[config.mk]
export PLATFORM = sky130hd
export DESIGN_NAME = click_classifier_flat
export DESIGN_NICKNAME = d
export VERILOG_FILES = /design/src/rtl/click_classifier_if.sv /design/src/rtl/click_classifier.sv /design/src/flat_wrapper.sv
export SDC_FILE = /design/constraint.sdc
export NUM_CORES = 1
export LEC_CHECK = 0
export CORE_ASPECT_RATIO = 1.1
export CORE_UTILIZATION = 51
export DETAILED_ROUTE_END_ITERATION = 12
export PLACE_DENSITY = 0.74
export SLEW_MARGIN = 20
export SYNTH_ARGS = -nofsm -noshare
export SYNTH_HDL_FRONTEND = slang
export SYNTH_SLANG_ARGS = --single-unit
[constraint.sdc]
create_clock -name i_clk -period 3.9 [get_ports i_clk]
set_clock_uncertainty 0.05 [all_clocks]
set_input_delay 0.39 -clock i_clk [delete_from_list [all_inputs] [get_ports i_clk]]
set_output_delay 0.39 -clock i_clk [all_outputs]
set_load 0.03 [all_outputs]
[src/rtl/click_classifier_if.sv]
// -----------------------------------------------------------------------------
// click_classifier_if
// Purpose : bundles the pulse input, the valid/ready result handshake and the
//           status outputs of click_classifier.
// Signals :
//   i_pulse    one-cycle press pulse (one click per high cycle)
//   i_ready    consumer accepts the current result
//   o_valid    click group result available
//   o_count    clicks in the reported group (1..MAX_CLICKS)
//   o_ovf      reported group exceeded MAX_CLICKS
//   o_busy     a group is being gathered
//   o_drop_cnt saturating count of pulses lost while a result waited
// Modports: master = classifier side, slave = pulse source / result consumer.
// -----------------------------------------------------------------------------
interface click_classifier_if;
  logic       i_pulse;
  logic       i_ready;
  logic       o_valid;
  logic [2:0] o_count;
  logic       o_ovf;
  logic       o_busy;
  logic [7:0] o_drop_cnt;

  modport master (
    input  i_pulse,
    input  i_ready,
    output o_valid,
    output o_count,
    output o_ovf,
    output o_busy,
    output o_drop_cnt
  );

  modport slave (
    output i_pulse,
    output i_ready,
    input  o_valid,
    input  o_count,
    input  o_ovf,
    input  o_busy,
    input  o_drop_cnt
  );
endinterface

[src/rtl/click_classifier.sv]
// -----------------------------------------------------------------------------
// click_classifier
// Purpose : groups debounced press pulses into click groups. A group closes
//           after GAP_CYCLES idle cycles following its last pulse; the click
//           count (saturating at MAX_CLICKS, with an overflow flag) is then
//           offered on a valid/ready handshake.
// Ports   :
//   i_clk  single clock, rising edge
//   i_rst  asynchronous active-high reset
//   bus    click_classifier_if.master (pulse in, result handshake, status)
// All outputs are decoded from registers only, so there is no combinational
// path from any input to any output.
// -----------------------------------------------------------------------------
module click_classifier #(
  parameter int GAP_CYCLES = 1000,  // 2..65535
  parameter int MAX_CLICKS = 7      // 1..7
) (
  input  logic               i_clk,
  input  logic               i_rst,
  click_classifier_if.master bus
);

  // The timer only has to hold GAP_CYCLES-2 (its last value before closing
  // the group), so $clog2(GAP_CYCLES) bits always suffice.
  localparam int             TW         = $clog2(GAP_CYCLES);
  localparam logic [TW-1:0]  TIMER_LAST = TW'(GAP_CYCLES - 2);
  localparam logic [TW-1:0]  TIMER_ONE  = TW'(1);
  localparam logic [2:0]     COUNT_MAX  = 3'(MAX_CLICKS);

  typedef enum logic [1:0] {
    IDLE,
    GATHER,
    REPORT
  } state_t;

  state_t        r_state,     w_state_next;
  logic [2:0]    r_count,     w_count_next;
  logic          r_ovf,       w_ovf_next;
  logic [TW-1:0] r_timer,     w_timer_next;
  logic [2:0]    r_out_count, w_out_count_next;
  logic          r_out_ovf,   w_out_ovf_next;
  logic [7:0]    r_drop_cnt,  w_drop_cnt_next;

  always_ff @(posedge i_clk or posedge i_rst) begin
    if (i_rst) begin
      r_state     <= IDLE;
      r_count     <= '0;
      r_ovf       <= 1'b0;
      r_timer     <= '0;
      r_out_count <= '0;
      r_out_ovf   <= 1'b0;
      r_drop_cnt  <= '0;
    end else begin
      r_state     <= w_state_next;
      r_count     <= w_count_next;
      r_ovf       <= w_ovf_next;
      r_timer     <= w_timer_next;
      r_out_count <= w_out_count_next;
      r_out_ovf   <= w_out_ovf_next;
      r_drop_cnt  <= w_drop_cnt_next;
    end
  end

  always_comb begin
    w_state_next     = r_state;
    w_count_next     = r_count;
    w_ovf_next       = r_ovf;
    w_timer_next     = r_timer;
    w_out_count_next = r_out_count;
    w_out_ovf_next   = r_out_ovf;
    w_drop_cnt_next  = r_drop_cnt;

    case (r_state)
      IDLE: begin
        if (bus.i_pulse) begin
          w_state_next = GATHER;
          w_count_next = 3'd1;
          w_ovf_next   = 1'b0;
          w_timer_next = '0;
        end
      end

      GATHER: begin
        // A pulse takes priority over the gap expiring in the same cycle.
        if (bus.i_pulse) begin
          w_timer_next = '0;
          if (r_count == COUNT_MAX) begin
            w_ovf_next = 1'b1;
          end else begin
            w_count_next = r_count + 3'd1;
          end
        end else if (r_timer == TIMER_LAST) begin
          // Timer would reach GAP_CYCLES-1 here: close the group so that
          // o_valid rises exactly GAP_CYCLES cycles after the last pulse.
          w_state_next     = REPORT;
          w_out_count_next = r_count;
          w_out_ovf_next   = r_ovf;
        end else begin
          w_timer_next = r_timer + TIMER_ONE;
        end
      end

      REPORT: begin
        if (bus.i_ready) begin
          if (bus.i_pulse) begin
            // The pulse arriving with the transfer opens the next group.
            w_state_next = GATHER;
            w_count_next = 3'd1;
            w_ovf_next   = 1'b0;
            w_timer_next = '0;
          end else begin
            w_state_next = IDLE;
            w_count_next = '0;
            w_timer_next = '0;
          end
        end else if (bus.i_pulse && (r_drop_cnt != 8'hFF)) begin
          w_drop_cnt_next = r_drop_cnt + 8'd1;
        end
      end

      default: begin
        w_state_next = IDLE;
      end
    endcase
  end

  assign bus.o_valid    = (r_state == REPORT);
  assign bus.o_busy     = (r_state == GATHER);
  assign bus.o_count    = r_out_count;
  assign bus.o_ovf      = r_out_ovf;
  assign bus.o_drop_cnt = r_drop_cnt;

endmodule

[src/flat_wrapper.sv]
// flat-port wrapper written by rule: the top's interface ports become plain ports
module click_classifier_flat 
#(
  parameter int GAP_CYCLES = 1000,             
  parameter int MAX_CLICKS = 7             
)
  (i_clk, i_rst, bus_i_pulse, bus_i_ready, bus_o_valid, bus_o_count, bus_o_ovf, bus_o_busy, bus_o_drop_cnt);
  click_classifier_if bus_i ();
  input  logic i_clk;
  input  logic i_rst;
  input wire logic [$bits(bus_i.i_pulse)-1:0] bus_i_pulse;
  input wire logic [$bits(bus_i.i_ready)-1:0] bus_i_ready;
  output wire logic [$bits(bus_i.o_valid)-1:0] bus_o_valid;
  output wire logic [$bits(bus_i.o_count)-1:0] bus_o_count;
  output wire logic [$bits(bus_i.o_ovf)-1:0] bus_o_ovf;
  output wire logic [$bits(bus_i.o_busy)-1:0] bus_o_busy;
  output wire logic [$bits(bus_i.o_drop_cnt)-1:0] bus_o_drop_cnt;
  assign bus_i.i_pulse = bus_i_pulse;
  assign bus_i.i_ready = bus_i_ready;
  assign bus_o_valid = bus_i.o_valid;
  assign bus_o_count = bus_i.o_count;
  assign bus_o_ovf = bus_i.o_ovf;
  assign bus_o_busy = bus_i.o_busy;
  assign bus_o_drop_cnt = bus_i.o_drop_cnt;
  click_classifier #(.GAP_CYCLES(GAP_CYCLES), .MAX_CLICKS(MAX_CLICKS)) u_core (.i_clk(i_clk), .i_rst(i_rst), .bus(bus_i));
endmodule
==> qor.yml <==
die:
  core-area_um2: 2800
  initial_utilization_pct: 54.1
  die-area_um2: 3190
  die_y_um: 59.2
  io_pins: 18
  fp.dieW_um: 54.0
  std_cell_rows: 20
synthesis:
  yosysSeqAreaShare_pct: 46.2
  synthTopCellsByArea: "dfrtp_1, ha_1, mux2_2, o21ai_0, o31ai_1"
  yosysTopAreaCell: "dfrtp_1"
  synth_nets: 153
  synth.avg_cell_area_um2: 10.8
  synthCells: 140
  yosysWarnings: 0
  synth_area_um2: 1520
  yosysTopAreaCellShare_pct: 46.2
  ys_types: 35
  synth_seq_cells: 28
clock_tree:
  clk_latency_ps: 340
  post_cts_resized: 0
  root_buffer: "clkbuf_4"
  ctsHoldBuffers: 0
  h-tree-depth: 1
  cts.sinks: 28
  numCtsBuffers: 3
  clockBufferDepth: 2
  cts_tree: "done"
  clk_pin_slew_ps: 160
  post-cts-setup-buffers: 0
placement:
  gp_congestion: 0.821
  pre_cts_ws_ps: 1470
  hpwlAfterDp_um: 2150
  io_buffers: 17
  place_inst: 187
  placed_cell_area_um2: 1720
flow_run:
  cap_violations: 0
route:
  drtIter0Drc: 22
  drc: 0
  viasPerCell: 5.96
  drt_wl_total_um: 2910
  dr_total_vias: 1138
  ant_nets: 0
  dr.pass1.iters: 5
  wl_per_cell_um: 15.2
setup_path:
  worstPathCellList: "inv_1 > ha_1 > clkdlybuf4s50_1"
  crit_family: "buffers and inverters"
  cp-end-kind: "output pin"
  cp.required_ps: 3460
  crit_type: "reg -> out"
  max_stage_delay_ps: 710
  cp_slowest_cell: "clkdlybuf4s50_1"
  critPathLaunchType: "flop"
  crit_arrival_ps: 1840
  path_buf_inv: 2
  path_max_fanout: 7
global_route:
  grt_max_degree: 29
  gr-usage-all-layers_pct: 21.2
  grt_pass1_wl_um: 4970
  antenna_found_initial: 0
  grt_pass1_vias: 1074
  gr-total-overflow: 0
layout:
  syn_to_final_growth_pct: 16.7
  nFillCells: 244
  final_core_util_pct: 63.1
  num_antenna_cells: 0
  fin_area_um2: 1770
  num-nets-final: 172
  stdcell_count: 191
  drive_above_1_share_pct: 12.7
timing:
  hold_violations: 0
  period_needed_ps: 2280
  tightest_slew_ps: 573
  setup_tns_ps: 0
  drv_slew: 0
  fin_crit_sh_pct: 58.5
  rsz0062_at_grt: "false"
  slew_headroom_pct: 61.7
  worst_hold_slack_ps: 358
  finalSetupViolCount: 0
  max_freq_ghz: 0.438
  worst_slack_ps: 1620
power:
  power_uw: 735
  p_leak_nw: 0.818
  peakVddDrop_mv: 0.298
  power.density_nw_per_um2: 416
hold_path:
  hold_path_class: "in -> async"
outcome:
  status: "completed"
==> logic make-up (layout without fill, tap and decap cells) <==
logic type      Yosys count  count (layout)  share of synthesized area (%)
flops                    28              28                           46.2
compound gates           35              35                           15.4
buf+inv                   9              27                           2.23
mux                       8               8                           5.95
simple gates             44              44                           18.7
xor+xnor                  7               7                           4.05
fa+ha+maj                 9               9                           7.43
==> cell type report <==
type / instances / area (um^2) / share of cell area (%)
multi-input cells: 103 / 781 / 44.2
flip-flops and latches: 28 / 701 / 39.6
clock buffers: 3 / 22.5 / 1.27
inverters: 6 / 22.5 / 1.27
well taps: 33 / 41.3 / 2.34
clock inverters: 1 / 30.0 / 1.70
repair buffers: 17 / 170 / 9.62
==> cell usage after synthesis <==
library cell,n
dfrtp_1,28
o21ai_0,12
ha_1,9
mux2_2,8
and3_1,7
a21oi_1,6
inv_1,6
nand3_1,6
nor2_1,6
o31ai_1,6
nand2_1,5
xnor2_1,5
nand2b_1,4
o41ai_1,3
a31oi_1,2
a41oi_1,2
and4_1,2
clkbuf_1,2
nand4_1,2
nor2b_1,2
or3_1,2
xor2_1,2
a211oi_2,1
a22oi_2,1
a31o_2,1
and2_1,1
and3_2,1
buf_1,1
nand3b_2,1
nand4_4,1
nor3b_1,1
nor4_1,1
nor4_4,1
o211ai_1,1
or4_1,1
==> report_power, final <==
group / total (mW) / internal (mW) / leakage [nW] / switching (mW)
Sequential: 0.339 / 0.314 / 0.383 / 0.0250
Combinational: 0.206 / 0.0829 / 0.407 / 0.123
Clock: 0.190 / 0.104 / 0.0279 / 0.0862
Total: 0.735 / 0.501 / 0.818 / 0.234
==> state kept, by name, summed over array words and instances (netlist names) <==
register / flops
u_core.bus.o_count: 3
u_core.bus.o_drop_cnt: 8
u_core.bus.o_ovf: 1
u_core.r_count: 3
u_core.r_ovf: 1
u_core.r_state: 2
u_core.r_timer: 10
==> routing by layer <==
layer	share of wire, %	GRT usage, %	vias to the layer above
met2	50	33.2	20
met1	46	29.7	558
met3	2.5	2.56	6
li1	-	-	554
met5	0	0	-
met4	1.4	8.42	0
==> placed cells by master (no fill, tap or decap), types with 4 or more instances in the layout <==
cell / n
dfrtp_1: 28
clkdlybuf4s50_1: 17
o21ai_0: 12
ha_1: 9
mux2_2: 8
and3_1: 7
a21oi_1: 6
nor2_1: 6
nand3_1: 6
o31ai_1: 6
inv_1: 5
nand2_1: 5
xnor2_1: 5
nand2b_1: 4
==> final timing paths <==
check                                                     startpoint                              endpoint  slack [ps]  cells past startpoint
worst min register to register  u_core.bus.o_drop_cnt[5]$_DFFE_PP0P_  u_core.bus.o_drop_cnt[5]$_DFFE_PP0P_         450                      1
max in group asynchronous                                      i_rst         u_core.r_state[1]$_DFFE_PP0P_        3050                      2
worst min-delay path                                           i_rst         u_core.r_timer[8]$_DFFE_PP0P_         360                      2
worst max register to register         u_core.r_state[0]$_DFFE_PP0P_         u_core.r_count[1]$_DFFE_PP0P_        1660                      6
worst max-delay path                   u_core.r_state[1]$_DFFE_PP0P_                            bus_o_busy        1620                      3
min in group i_clk              u_core.bus.o_drop_cnt[5]$_DFFE_PP0P_  u_core.bus.o_drop_cnt[5]$_DFFE_PP0P_         450                      1
==> worst register-to-register path, delay by kind of cell (launching register included) <==
| kind | cells | cell delay (ps) |
|---|---|---|
| fa+ha+maj | 1 | 240 |
| buf+inv | 1 | 90 |
| compound gates | 1 | 330 |
| simple gates | 2 | 670 |
| mux | 1 | 380 |
| flops | 1 | 410 |
Power figures use the tool's default switching activity.
